**src/rtl/led_pattern_ctrl.sv**
```systemverilog
// Multi-channel LED pattern controller: a shared free-running divider drives per-channel
// off/on/blink/breathe patterns, edited through four debounced push-button levels.
module led_pattern_ctrl #(
  parameter int unsigned CH      = 4,
  parameter int unsigned DIV_W   = 29,
  parameter int unsigned SEL_RST = 23,
  localparam int unsigned CW     = (CH > 1) ? $clog2(CH) : 1
) (
  input  logic          i_clk,
  input  logic          i_rst,
  input  logic          i_btn_fast,
  input  logic          i_btn_slow,
  input  logic          i_btn_mode,
  input  logic          i_btn_ch,
  output logic [CH-1:0] o_led,
  output logic [CW-1:0] o_ch_sel,
  output logic [4:0]    o_cur_sel,
  output logic [1:0]    o_cur_mode
);

  typedef enum logic [1:0] {ModeOff, ModeOn, ModeBlink, ModeBreathe} mode_e;

  logic [DIV_W-1:0] r_div;
  logic [3:0]       r_prev;
  logic [4:0]       r_sel [CH];
  mode_e            r_mode [CH];
  logic [CW-1:0]    r_ch_sel;
  logic [CH-1:0]    r_led;

  logic [3:0]       w_btn;
  logic [3:0]       w_press;
  logic [31:0]      w_div_x;
  logic [CH-1:0]    w_led_next;
  logic             w_fast;
  logic             w_slow;

  // Button order in the vectors: {ch, mode, slow, fast}.
  assign w_btn   = {i_btn_ch, i_btn_mode, i_btn_slow, i_btn_fast};
  assign w_press = w_btn & ~r_prev;
  assign w_div_x = 32'(r_div);

  // Opposing speed presses in the same cycle cancel out.
  assign w_fast = w_press[0] & ~w_press[1];
  assign w_slow = w_press[1] & ~w_press[0];

  function automatic logic pattern_bit(input mode_e mode, input logic [4:0] sel,
                                       input logic [31:0] div);
    logic [4:0] e;
    logic [7:0] frac;
    logic [7:0] ramp;
    logic       res;
    e    = (sel < 5'd8) ? 5'd8 : sel;
    frac = 8'(div >> (e - 5'd8));
    // Triangle ramp: rising while div[e] is low, falling while it is high.
    ramp = div[e] ? ~frac : frac;
    unique case (mode)
      ModeOff:   res = 1'b0;
      ModeOn:    res = 1'b1;
      ModeBlink: res = div[sel];
      default:   res = (div[7:0] < ramp);
    endcase
    return res;
  endfunction

  always_comb begin
    w_led_next = '0;
    for (int i = 0; i < CH; i++) begin
      w_led_next[i] = pattern_bit(r_mode[i], r_sel[i], w_div_x);
    end
  end

  always_ff @(posedge i_clk or posedge i_rst) begin
    if (i_rst) begin
      r_div    <= '0;
      r_prev   <= '0;
      r_ch_sel <= '0;
      r_led    <= '0;
      for (int i = 0; i < CH; i++) begin
        r_sel[i]  <= 5'(SEL_RST);
        r_mode[i] <= ModeBlink;
      end
    end else begin
      r_div  <= r_div + DIV_W'(1);
      r_prev <= w_btn;
      r_led  <= w_led_next;
      // Edits target the channel selected before any channel press in this cycle.
      if (w_press[2]) begin
        r_mode[r_ch_sel] <= mode_e'(r_mode[r_ch_sel] + 2'd1);
      end
      if (w_fast && (r_sel[r_ch_sel] != 5'd0)) begin
        r_sel[r_ch_sel] <= r_sel[r_ch_sel] - 5'd1;
      end else if (w_slow && (r_sel[r_ch_sel] != 5'(DIV_W - 1))) begin
        r_sel[r_ch_sel] <= r_sel[r_ch_sel] + 5'd1;
      end
      if (w_press[3]) begin
        r_ch_sel <= (r_ch_sel == CW'(CH - 1)) ? '0 : r_ch_sel + CW'(1);
      end
    end
  end

  assign o_led      = r_led;
  assign o_ch_sel   = r_ch_sel;
  assign o_cur_sel  = r_sel[r_ch_sel];
  assign o_cur_mode = r_mode[r_ch_sel];

endmodule

```
**config.mk**
```make
export PLATFORM = sky130hd
export DESIGN_NAME = led_pattern_ctrl
export DESIGN_NICKNAME = d
export VERILOG_FILES = /design/src/rtl/led_pattern_ctrl.sv
export SDC_FILE = /design/constraint.sdc
export NUM_CORES = 1
export LEC_CHECK = 0
export BUFFER_PORTS_ARGS = -buffer_cell sky130_fd_sc_hd__buf_2
export CAP_MARGIN = 20
export CORE_MARGIN = 2
export CORE_UTILIZATION = 54
export DETAILED_ROUTE_END_ITERATION = 10
export PLACE_DENSITY_LB_ADDON = 0.15
export SYNTH_ARGS = -nofsm -noshare
export SYNTH_HDL_FRONTEND = slang
export SYNTH_SLANG_ARGS = --single-unit
```
**constraint.sdc**
```tcl
create_clock -name i_clk -period 4.2 [get_ports i_clk]
set_clock_uncertainty 0.15 [all_clocks]
set_input_delay 0.21 -clock i_clk [delete_from_list [all_inputs] [get_ports i_clk]]
set_output_delay 0.21 -clock i_clk [all_outputs]
set_load 0.05 [all_outputs]
```
==> flow_metrics.py <==
metrics = {
    "status": {
        "status": "finished, final reports clean",
    },
    "die": {
        "num_rows": 50,
        "start_util_pct": 54.7,
        "die_w_um": 141,
        "fp.dieArea_um2": 19900,
        "dieHeight_um": 141,
        "ios": 19,
        "core_region_area_um2": 18600,
    },
    "worst_setup_path": {
        "worstReg2RegStart": "r_sel[8]",
        "r2r_end": "o_led[2]",
        "crit_type": "register to register",
        "critPathCaptureType": "register",
        "r2r_slack_ps": 290,
        "required_ps": 4260,
        "r2r_cells": 17,
        "cp.arrival_ps": 3970,
        "start_kind": "register",
        "critPathMaxFanout": 26,
    },
    "yosys": {
        "syn-instance-count": 1086,
        "synth-edff-count": 0,
        "yosysMostFrequentCell": "mux2i_1",
        "ys_ff_latch": 67,
        "async_flop_share_pct": 100,
        "syn_area_um2": 10200,
        "yosysUniqueCellTypes": 79,
        "syn_area_per_cell_um2": 9.37,
        "synthTopCellsByArea": "mux2i_1 16%, mux4_2 13%, dfrtp_1 12%",
        "synthTopCellsByCount": "161 x mux2i_1, 101 x nand2_1, 61 x a21oi_1, 60 x mux4_2, 60 x nor2_1",
        "ys_warn_count": 0,
        "synth.top_cell.area_share_pct": 15.8,
        "ys_seq_area_share_pct": 16.7,
        "ys.flop_type": "dfrtp_1",
        "yosysTopAreaCell": "mux2i_1",
        "synth.net_count": 1127,
    },
    "global_route": {
        "antenna_found_initial": 0,
        "grt.total_usage_pct": 33.5,
        "gr-total-overflow": 0,
        "grt_pass1_wl_um": 51200,
        "grt_max_degree": 42,
        "grt_pass1_vias": 8581,
    },
    "hold_path": {
        "worstHoldStart": "r_mode[3]",
        "holdCritPathClass": "register to register",
        "worstHoldEndpoint": "r_mode[3]",
        "whs_path_depth": 2,
    },
    "sta": {
        "setup_viol": 0,
        "maxSlewViolCount": 0,
        "setup_ws_ps": 294,
        "max_slew_margin_pct": 36.4,
        "hold_viol_final": 0,
        "post-route-period-util_pct": 93.0,
        "finalCriticalPeriod_ps": 3910,
        "fmax_mhz": 256,
        "worst_pin_slew_ps": 954,
    },
    "clock_tree": {
        "htreeDepth": 3,
        "cts_buffer_depth": 2,
        "cts_root_buf": "clkbuf_16",
        "cts_made_buffers": 9,
        "cts_tree": "built",
        "path_clk_slew_ps": 60,
        "clkSinkCount": 67,
        "clock_latency_ps": 340,
        "cts_setup_buffers": 0,
    },
    "finish": {
        "area_growth_pct": 5.97,
        "multi_input_area_um2": 7530,
        "drive_gt1_share_pct": 24.2,
        "final_area_um2": 10800,
        "fillers": 1641,
        "nets": 1122,
        "ff_latch_area_um2": 1700,
    },
    "detailed_routing": {
        "drcViolationCount": 0,
        "drtPass1Iterations": 5,
        "drt_iter0_drc": 1071,
        "detail-route-antenna-nets": 0,
        "vias": 9080,
        "wire_per_inst_um": 25.0,
        "viasPerCell": 6.87,
        "routed_wl_um": 33000,
    },
    "flow_run": {
        "max-cap-violations": 0,
    },
    "placement": {
        "place.gp.congestion": 0.933,
        "io_buffers": 18,
        "dp_slack_ps": 230,
        "dp_hpwl_um": 23200,
        "postPlaceCellArea_um2": 10400,
    },
    "power": {
        "cellLeakagePower_uw": 0.00505,
        "ir_worst_vdd_uv": 346,
        "power_density_nw_per_um2": 571,
        "p_total_uw": 6160,
    },
}
[worst max-delay path: stages (launching register included)]
cell and delay (ps):
dfrtp_2 470, o21ai_4 180, buf_12 210, mux2i_1 260, mux2i_1 170, mux2i_1 290
nand2_1 100, a31o_1 310, buf_4 190, xor2_1 160, ha_1 300, nand2_1 60
nand3b_1 110, a2111oi_2 60, buf_4 140, a221o_1 280, a221oi_1 210, o21ai_1 120
[placed cells by master (no fill, tap or decap), drive strengths merged, types with 8 or more instances in the layout]
cell	count
a211oi	17
xnor2	38
a22oi	8
mux4	63
o22ai	14
o21a	12
inv	25
xor2	28
a21oi	61
o21ai	52
dfstp	20
dfrtp	47
nor2	60
nor2b	10
ha	35
a21o	8
nand2	101
clkbuf	11
nand2b	11
a221oi	10
mux2	38
a31oi	8
buf	100
nor3	13
mux2i	161
nand3	26
o211ai	8
and2	14
[per-layer routing]
metal	vias up	wire length, µm	global-route usage [%]
met5	-	0	0
met4	0	1060	11.1
met3	82	3260	8.49
met2	492	14600	50.2
met1	4458	14100	47.3
li1	4048	-	-
[flip-flops by register name, indices dropped and copies added (netlist names), named ones only]
signal / count
o_ch_sel: 2
o_led: 4
r_div: 29
r_mode: 8
r_prev: 4
r_sel: 16
[through the flow]
step                      hold slack, ps  util (%)  instances  TNS [ps]
after floorplan                     91.4         -       1086         0
after global placement               181      56.1       1299         0
after detailed placement             188      56.1       1299         0
after CTS                            356      57.9       1320         0
after global routing                 378      58.0       1320     -17.4
final                                352      58.0       1321         0
[cell families after synthesis]
kind of cell	Yosys count	share of synthesized area [%]
muxes	262	34.9
adders and majority gates	35	4.31
xor gates and xnor gates	66	5.76
and+or+nand+nor	264	12.2
AOI/OAI and AO/OA	245	16.6
buffers and inverters	147	9.56
DFF	67	16.7
[area by class of cell]
type / instances / share of cell area (%)
clock inverter: 5 / 0.488
multi-input combinational: 872 / 69.8
clock buffer: 11 / 2.25
tap: 234 / 2.72
inverter: 26 / 0.906
timing repair buffer: 105 / 7.98
sequential: 67 / 15.8
antenna: 1 / 0.0232
[repair_timing]
action,4_1_cts,5_1_grt
resized for setup,0,5
hold buffers,5,0
setup endpoints to repair,0,2
hold endpoints to repair,34,0
[how the worst max path moves through the flow]
stage / depth (start not counted) / slack (ps) / end / from
after global placement: 17 / 340 / o_led[2] / r_sel[9]
after CTS: 16 / 210 / o_led[2] / r_sel[8]
final: 17 / 290 / o_led[2] / r_sel[8]
after global routing: 17 / -20 / o_led[2] / r_sel[8]
after detailed placement: 16 / 230 / o_led[2] / r_sel[8]
after floorplan: 17 / 240 / o_led[2] / r_sel[9]
[report_power, final]
group / internal (µW) / total [µW] / switching, µW
Combinational: 1890 / 4220 / 2330
Clock: 473 / 767 / 294
Sequential: 851 / 1170 / 319
Note: power is estimated with default switching activity, not from simulation.
